### config.mk
export PLATFORM = sky130hd
export DESIGN_NAME = alu_control_flat
export DESIGN_NICKNAME = d
export VERILOG_FILES = /design/src/rtl/alu_control_if.sv /design/src/rtl/alu_control.sv /design/src/flat_wrapper.sv
export SDC_FILE = /design/constraint.sdc
export NUM_CORES = 1
export LEC_CHECK = 0
export ABC_AREA = 1
export CAP_MARGIN = 30
export CORE_MARGIN = 4
export CORE_UTILIZATION = 30
export CTS_CLUSTER_DIAMETER = 100
export CTS_CLUSTER_SIZE = 10
export DETAILED_ROUTE_END_ITERATION = 7
export HOLD_SLACK_MARGIN = 0.03
export PLACE_DENSITY_LB_ADDON = 0.15
export SYNTH_ARGS = -nofsm -noshare
export SYNTH_HDL_FRONTEND = slang
export SYNTH_SLANG_ARGS = --single-unit
### constraint.sdc
create_clock -name clk -period 0.8 [get_ports clk]
set_input_delay 0.24 -clock clk [delete_from_list [all_inputs] [get_ports clk]]
set_output_delay 0.24 -clock clk [all_outputs]
set_load 0.1 [all_outputs]
### src/rtl/alu_control_if.sv
// Bus between main control and the ALU-control decoder.
// Handshake: the requester raises en for exactly the cycles whose alu_op/funct
// must be decoded; valid is the registered copy of en and marks the cycle in
// which alu_ctrl/illegal carry that decode. There is no back-pressure (no
// ready), so every en = 1 edge produces exactly one result one cycle later.
interface alu_control_if;
  logic       en;
  logic [2:0] alu_op;
  logic [5:0] funct;
  logic [4:0] alu_ctrl;
  logic       illegal;
  logic       valid;

  // Main control side: drives the request, observes the decode.
  modport master (
    output en,
    output alu_op,
    output funct,
    input  alu_ctrl,
    input  illegal,
    input  valid
  );

  // Decoder side: samples the request, drives the registered decode.
  modport slave (
    input  en,
    input  alu_op,
    input  funct,
    output alu_ctrl,
    output illegal,
    output valid
  );
endinterface

### src/rtl/alu_control.sv
// Registered ALU-operation decoder. Combines the ALU op class from main
// control with the R-type funct field and registers a 5-bit ALU code, an
// illegal-funct flag and a valid strobe. One cycle latency, no combinational
// path from inputs to outputs.
module alu_control (
  input  logic          clk,
  input  logic          rst_n,
  alu_control_if.slave  bus
);

  // ALU operation codes. 01101..11111 are never produced.
  localparam logic [4:0] ALU_NOP   = 5'b00000;
  localparam logic [4:0] ALU_ADD   = 5'b00001;
  localparam logic [4:0] ALU_SUB   = 5'b00010;
  localparam logic [4:0] ALU_AND   = 5'b00011;
  localparam logic [4:0] ALU_OR    = 5'b00100;
  localparam logic [4:0] ALU_XOR   = 5'b00101;
  localparam logic [4:0] ALU_NOR   = 5'b00110;
  localparam logic [4:0] ALU_SLL   = 5'b00111;
  localparam logic [4:0] ALU_SRL   = 5'b01000;
  localparam logic [4:0] ALU_SRA   = 5'b01001;
  localparam logic [4:0] ALU_SLT   = 5'b01010;
  localparam logic [4:0] ALU_SLTU  = 5'b01011;
  localparam logic [4:0] ALU_PASSB = 5'b01100;

  // ALU op classes from main control.
  localparam logic [2:0] OP_RTYPE = 3'b000;
  localparam logic [2:0] OP_ADD   = 3'b001;
  localparam logic [2:0] OP_SUB   = 3'b010;
  localparam logic [2:0] OP_AND   = 3'b011;
  localparam logic [2:0] OP_OR    = 3'b100;
  localparam logic [2:0] OP_XOR   = 3'b101;
  localparam logic [2:0] OP_SLT   = 3'b110;
  localparam logic [2:0] OP_PASSB = 3'b111;

  // Mapped R-type funct encodings.
  localparam logic [5:0] FN_SLL  = 6'b000000;
  localparam logic [5:0] FN_SRL  = 6'b000010;
  localparam logic [5:0] FN_SRA  = 6'b000011;
  localparam logic [5:0] FN_ADD  = 6'b100000;
  localparam logic [5:0] FN_SUB  = 6'b100010;
  localparam logic [5:0] FN_AND  = 6'b100100;
  localparam logic [5:0] FN_OR   = 6'b100101;
  localparam logic [5:0] FN_XOR  = 6'b100110;
  localparam logic [5:0] FN_NOR  = 6'b100111;
  localparam logic [5:0] FN_SLT  = 6'b101010;
  localparam logic [5:0] FN_SLTU = 6'b101011;

  logic [4:0] dec_ctrl;
  logic       dec_illegal;

  logic [4:0] ctrl_q;
  logic       illegal_q;
  logic       valid_q;

  // Decode the current request; funct only matters for the R-type class.
  always_comb begin
    dec_ctrl    = ALU_NOP;
    dec_illegal = 1'b0;
    unique case (bus.alu_op)
      OP_RTYPE: begin
        case (bus.funct)
          FN_SLL:  dec_ctrl = ALU_SLL;
          FN_SRL:  dec_ctrl = ALU_SRL;
          FN_SRA:  dec_ctrl = ALU_SRA;
          FN_ADD:  dec_ctrl = ALU_ADD;
          FN_SUB:  dec_ctrl = ALU_SUB;
          FN_AND:  dec_ctrl = ALU_AND;
          FN_OR:   dec_ctrl = ALU_OR;
          FN_XOR:  dec_ctrl = ALU_XOR;
          FN_NOR:  dec_ctrl = ALU_NOR;
          FN_SLT:  dec_ctrl = ALU_SLT;
          FN_SLTU: dec_ctrl = ALU_SLTU;
          default: begin
            dec_ctrl    = ALU_NOP;
            dec_illegal = 1'b1;
          end
        endcase
      end
      OP_ADD:   dec_ctrl = ALU_ADD;
      OP_SUB:   dec_ctrl = ALU_SUB;
      OP_AND:   dec_ctrl = ALU_AND;
      OP_OR:    dec_ctrl = ALU_OR;
      OP_XOR:   dec_ctrl = ALU_XOR;
      OP_SLT:   dec_ctrl = ALU_SLT;
      OP_PASSB: dec_ctrl = ALU_PASSB;
      default:  dec_ctrl = ALU_NOP;
    endcase
  end

  // Result registers: load on en, otherwise hold; valid tracks en every cycle.
  always_ff @(posedge clk or negedge rst_n) begin
    if (!rst_n) begin
      ctrl_q    <= ALU_NOP;
      illegal_q <= 1'b0;
      valid_q   <= 1'b0;
    end else begin
      valid_q <= bus.en;
      if (bus.en) begin
        ctrl_q    <= dec_ctrl;
        illegal_q <= dec_illegal;
      end
    end
  end

  assign bus.alu_ctrl = ctrl_q;
  assign bus.illegal  = illegal_q;
  assign bus.valid    = valid_q;

endmodule

### src/flat_wrapper.sv
// flat-port wrapper written by rule: the top's interface ports become plain ports
module alu_control_flat 
  (clk, rst_n, bus_en, bus_alu_op, bus_funct, bus_alu_ctrl, bus_illegal, bus_valid);
  alu_control_if bus_i ();
  input  logic clk;
  input  logic rst_n;
  input wire logic [$bits(bus_i.en)-1:0] bus_en;
  input wire logic [$bits(bus_i.alu_op)-1:0] bus_alu_op;
  input wire logic [$bits(bus_i.funct)-1:0] bus_funct;
  output wire logic [$bits(bus_i.alu_ctrl)-1:0] bus_alu_ctrl;
  output wire logic [$bits(bus_i.illegal)-1:0] bus_illegal;
  output wire logic [$bits(bus_i.valid)-1:0] bus_valid;
  assign bus_i.en = bus_en;
  assign bus_i.alu_op = bus_alu_op;
  assign bus_i.funct = bus_funct;
  assign bus_alu_ctrl = bus_i.alu_ctrl;
  assign bus_illegal = bus_i.illegal;
  assign bus_valid = bus_i.valid;
  alu_control u_core (.clk(clk), .rst_n(rst_n), .bus(bus_i));
endmodule
==> summary.md <==
| Metric | Value |
|---|---|
| Gate Count Post-Synth | `71` |
| Synth top area cells | `dfrtp_1, nand2_1, nor2_1, nand3_1, inv_1` |
| PwrDens | `1370 mW/mm^2` |
| Clock tree buffer depth | `2` |
| Setup ws final | `-348 ps` |
| Core area | `0.00137 sq mm` |
| Final Max Tran Viols | `0` |
| Initial Util | `33.6%` |
| Slowest-stage cell, CP | `dfrtp_4` |
| Top_reg_cell synth | `dfrtp_1` |
| CTS tree | `built` |
| Synthesized cell area | `459 sq um` |
| Detail Placement HPWL | `1030 um` |
| Syn_nets | `83` |
| CP endpoint kind | `output pin` |
| Crit-path cells | `buf_12` |
| Sink Count | `6` |
| Endpoints failing setup | `8` |
| Root Driver | `clkbuf_4` |
| Asr flop ratio synth | `100%` |
| H-tree levels | `1` |
| Crit start category | `flop` |
| Most frequent cell after synthesis | `nand2_1` |
| Iteration-0 DRC count of the detailed router | `8` |
| Area of the multi-input gates | `380 sq um` |
| Clk_skew | `0 ps` |
| RSZ-0062 raised after global routing | `true` |
| Number of buffers added on ports | `17` |
| GP Congestion | `0.818` |
| Total CTS buffers | `3` |
| Maximum VDD drop | `0.475 mV` |
| EDFF count, synth | `0` |
| Met2 global-route usage | `23.0%` |
| Hold crit path type | `in2async` |
| Final hold viol count | `0` |
| Minimum clock period after layout | `1150 ps` |
| Worst hold slack | `237 ps` |
| Met1 global-route usage | `11.1%` |
| Full die area | `0.00222 sq mm` |
| Largest area contributor in the netlist | `dfrtp_1` |
| Distinct cells, synth | `19` |
| Max cap viols | `0` |
| Detail Route Antenna Nets | `0` |
| WS Path Type | `reg2out` |
| CP peak stage delay | `490 ps` |
| Antenna diodes | `0` |
| Chip width | `47.1 um` |
| Top fanout value on the critical path | `2` |
| Crit path buffers/inverters | `1` |
| Nets | `110` |
| Fmax | `871 MHz` |
| Leak | `0.398 nW` |
| Met3 Use GR | `3.83%` |
| Pre-antenna DRT Iters | `4` |
| Crit path DAT | `910 ps` |
| Avg Vias per Cell | `4.98` |
| Share of cells above drive strength 1 | `61.5%` |
| Gr ovfl total | `0` |
| Worst-path clk slew | `40 ps` |
| Sequential standard cell area | `173 sq um` |
| Fin crit share | `143%` |
| Syn_area_per_cell | `6.47 sq um` |
| Most used routing layer | `met2` |
| Failing checks | `setup timing` |
| Required @ worst endpoint | `560 ps` |
| Layout overhead on the synthesized area | `102%` |
| Drt wl/cell | `12.8 um` |
| First-pass GRT wire length | `1900 um` |
| Fill cell count | `114` |
| Largest net degree at the start of global routing | `8` |
| Initial antenna violation count | `0` |
| Synth Register Bits | `6` |
| Top delay family on crit path | `flip-flops` |
| Detailed-route via count | `553` |
| Synth warn | `0` |
| Status | `finished with violations` |
| Number of remaining DRC errors | `0` |
| Floorplan row count | `13` |
| Chip height | `47.1 um` |
| Top-Level Pins | `19` |
| Total routed wirelength | `1420 um` |
| Total GRT Usage | `12.9%` |
| Share of the synthesized area in the top cell type | `32.7%` |
| Number of global-route vias before repair | `488` |
| Total power after layout | `1.27 mW` |
| Most frequent cells after synthesis | `nand2_1, nor2_1, inv_1` |
| Worst skew pair latency | `240 ps` |
| Seq/Total Area, Yosys | `32.7%` |
where the power goes:
part	switching, mW	leakage (nW)	internal, mW
logic	0.375	0.318	0.245
registers	0.0296	0.0655	0.347
clock network	0.105	0.0138	0.169
placed cells by master, fill, tap and decap left out, drive strengths merged:
| cell | count |
|---|---|
| inv | 8 |
| dlygate4sd2 | 1 |
| a21oi | 4 |
| conb | 1 |
| nor2 | 14 |
| clkbuf | 4 |
| clkdlybuf4s15 | 1 |
| xnor2 | 1 |
| o21ai | 3 |
| nor3 | 1 |
| nand2 | 20 |
| and3 | 1 |
| nand4 | 1 |
| nand3 | 7 |
| dfrtp | 6 |
| buf | 20 |
| a31oi | 2 |
| clkdlybuf4s50 | 1 |
registers in the layout (all words and copies together) (netlist names):
signal / count
u_core.bus.illegal: 1
u_core.bus.valid: 1
u_core.bus.alu_ctrl: 4
metal layers:
metal / vias to the layer above / part of all wire, %
met1: 255 / 36
met2: 17 / 55
met4: 0 / 2.8
met3: 5 / 6.4
li1: 276 / -
met5: - / 0
per-stage QoR:
step	TNS [ps]	util [%]	cell area, sq um	worst slack (ps)	instances
after floorplan	-616	-	518	-91.7	71
after global placement	-4220	58.5	800	-755	107
after detailed placement	-4430	58.5	800	-789	107
after CTS	-2290	61.8	845	-355	110
after global routing	-2380	67.8	926	-376	111
final	-2120	67.8	926	-348	111
cells by family (layout without fill, tap and decap cells):
group                     Yosys count  after routing  synth area share [%]
DFF                                 6              6                  32.7
other                               1              1                 0.817
AOI/OAI and AO/OA                   9              9                  11.2
xor gates and xnor gates            1              1                  1.91
buffers and inverters              10             35                  8.99
and+or+nand+nor                    44             44                  44.4
final cells by class:
cell class / count / share of cell area [%]
Multi-Input combinational cell: 55 / 41.1
Tap cell: 15 / 2.03
Inverter: 8 / 4.32
Clock buffer: 3 / 2.43
Sequential cell: 6 / 18.6
Timing Repair Buffer: 24 / 31.5
final timing paths:
kind	start	end	slack (ps)	cells past startpoint
hold reg to reg	u_core.bus.illegal	u_core.bus.illegal	560	2
min in group clk	bus_funct[1]	u_core.bus.alu_ctrl[3]	310	3
setup / recovery	u_core.bus.alu_ctrl[0]	bus_alu_ctrl[0]	-350	1
hold / removal	rst_n	u_core.bus.valid	240	1
max in group asynchronous	rst_n	u_core.bus.alu_ctrl[2]	320	1
setup reg to reg	u_core.bus.alu_ctrl[0]	u_core.bus.alu_ctrl[0]	-30	3
timing repair:
action / 4_1_cts / 5_1_grt
gates resized for setup: 48 / 28
hold endpoints to repair: 0 / 0
buffers inserted: 0 / 2
pin swaps: 19 / 19
endpoints found under the setup margin: 11 / 11
hold buffers: 0 / 0
(Power assumes the default switching activity.)
==> RTL change (config.mk and constraints unchanged) <==
Reset style: synchronous (`rst_n`), changed in one clocked block.
--- a/src/rtl/alu_control.sv
+++ b/src/rtl/alu_control.sv
@@ -90,5 +90,5 @@
 
   // Result registers: load on en, otherwise hold; valid tracks en every cycle.
-  always_ff @(posedge clk or negedge rst_n) begin
+  always_ff @(posedge clk) begin
     if (!rst_n) begin
       ctrl_q    <= ALU_NOP;
Check against the original RTL: differs if rst_n is asserted again (counterexample within 4 cycles, from zero or initial values and one cycle with rst_n low); with rst_n held inactive, the same outputs for 10 cycles.
==> RTL change against the original RTL <==
  * The flow still finishes with violations (setup timing)
  * Non-clock buffer count is 2 higher
  * Area after synthesis is 2.7% lower
  * Synthesized cell count stayed put
  * Wire length is 19% lower
  * Power is 17% lower
  * Largest power group unchanged
  * Global-route usage hardly changed
  * Setup slack better by 0.14 ns
  * Core utilization is 4.9 points lower
  * Sequential cell count stayed put
  * Worst hold slack better by 0.028 ns
  * Critical path depth stayed put
  * Combinational power is 27% lower
  * Largest cell class unchanged
  * Highest routed layer unchanged
  * Final area is 8.4% lower
  * Die area is 2.3% lower
==> RTL change: results (changes against the original RTL) <==
STA
  – Setup TNS: -1.19 ns (was -2.12 ns)
  – Final worst setup slack: -0.206 ns (was -0.348 ns)
  – Final setup vio count: 7 (was 8)
  – Min Hold Slack: 0.264 ns (was 0.237 ns)

Setup path
  – Crit path DAT: 0.77 ns (was 0.91 ns)
  – FF-to-FF Start: u_core.bus.alu_ctrl[0] (unchanged)
  – Crit path max-delay cell type: dfxtp_4 (was dfrtp_4)
  – CP max stage delay: 0.35 ns (was 0.49 ns)
  – FF-to-FF End: u_core.bus.alu_ctrl[0] (unchanged)
  – Worst R2R Path Depth: 2 (was 3)
  – Slack of the worst reg-to-reg path: 0.12 ns (was -0.03 ns)

Logic synthesis
  – Avg Inst Size Synth: 6.29 µm² (was 6.47 µm²)
  – Register area share after synthesis: 0.269 (was 0.327)
  – Most frequent cells after synthesis: nand2_1 (17), nand3_1 (8), inv_1 (7), nor2_1 (7), dfxtp_1 (6) (was nand2_1 (19), nor2_1 (12), inv_1 (8), nand3_1 (7), dfrtp_1 (6))
  – Synth async-reset ratio: 0 (was 1.00)

Status
  – Failing checks: setup timing (unchanged)
  – Run status: finished with violations (unchanged)

Global routing
  – Vias in the first global route: 484 (was 488)

Placement
  – Dpl hpwl: 941 µm (was 1.03 mm)
  – Placed cell area: 783 µm² (was 800 µm²)
  – Gpl congestion: 0.803 (was 0.818)

Power and ir drop
  – Worst vdd ir: 0.716 mV (was 0.475 mV)
  – LEAKAGE: 0.000397 µW (was 0.000398 µW)
  – Sequential power share: 0.309 (was 0.296)
  – Sw frac: 0.373 (was 0.401)
  – PD cells: 1250 nW/µm² (was 1370 nW/µm²)

CTS
  – Postcts setup bufs: 1 (was 0)
  – Cts repair resizes: 51 (was 48)

Routing
  – Drt wl/cell: 10.0 µm (was 12.8 µm)
  – WL final: 1.14 mm (was 1.42 mm)

Cells and area
  – FILL cells: 128 (was 114)
-- RTL change: changes by cell type in the layout (fill, tap and decap cells not counted), sizes merged, moves of 2 or more --
cell and delta:
dfxtp +6, buf +3, nand2 -2, dfrtp -6, o21ai +6, nor2 -3
-- RTL change: worst max path at each step --
stage | startpoint | to | slack [ns] | cells past startpoint
after floorplan | bus_funct[5] | u_core.bus.illegal | -0.06 | 7
final | u_core.bus.alu_ctrl[2] | bus_alu_ctrl[2] | -0.21 | 1
after detailed placement | bus_funct[5] | u_core.bus.alu_ctrl[1] | -0.75 | 7
after CTS | u_core.bus.alu_ctrl[2] | bus_alu_ctrl[2] | -0.22 | 1
after global routing | u_core.bus.illegal | bus_illegal | -0.23 | 1
after global placement | bus_funct[5] | u_core.bus.alu_ctrl[1] | -0.75 | 7
-- RTL change: cell type report --
| type | instances | area, µm² | share of cell area |
|---|---|---|---|
| multi-input cells | 55 | 320 | 0.378 |
| repair buffers | 26 | 303 | 0.357 |
| flip-flops and latches | 6 | 143 | 0.168 |
| inverters | 9 | 41.3 | 0.0487 |
| clock buffers | 3 | 22.5 | 0.0265 |
| well taps | 15 | 18.8 | 0.0221 |
-- RTL change: layer usage --
layer | GRT usage | vias up | routed length [µm] | share of wire
met1 | 0.160 | 228 | 504 | 0.44
met4 | 0.0682 | 0 | 11 | 0.0096
met5 | 0 | - | 0 | 0
met2 | 0.187 | 16 | 537 | 0.47
met3 | 0.0586 | 2 | 88 | 0.077
li1 | - | 285 | - | -
-- RTL change: cells by family (layout without fill, tap and decap cells) --
logic type	Yosys count	after routing	synth area share
simple gates	39	39	0.440
compound gates	15	15	0.190
buf+inv	10	38	0.0925
flops	6	6	0.269
other cells	1	1	0.00840
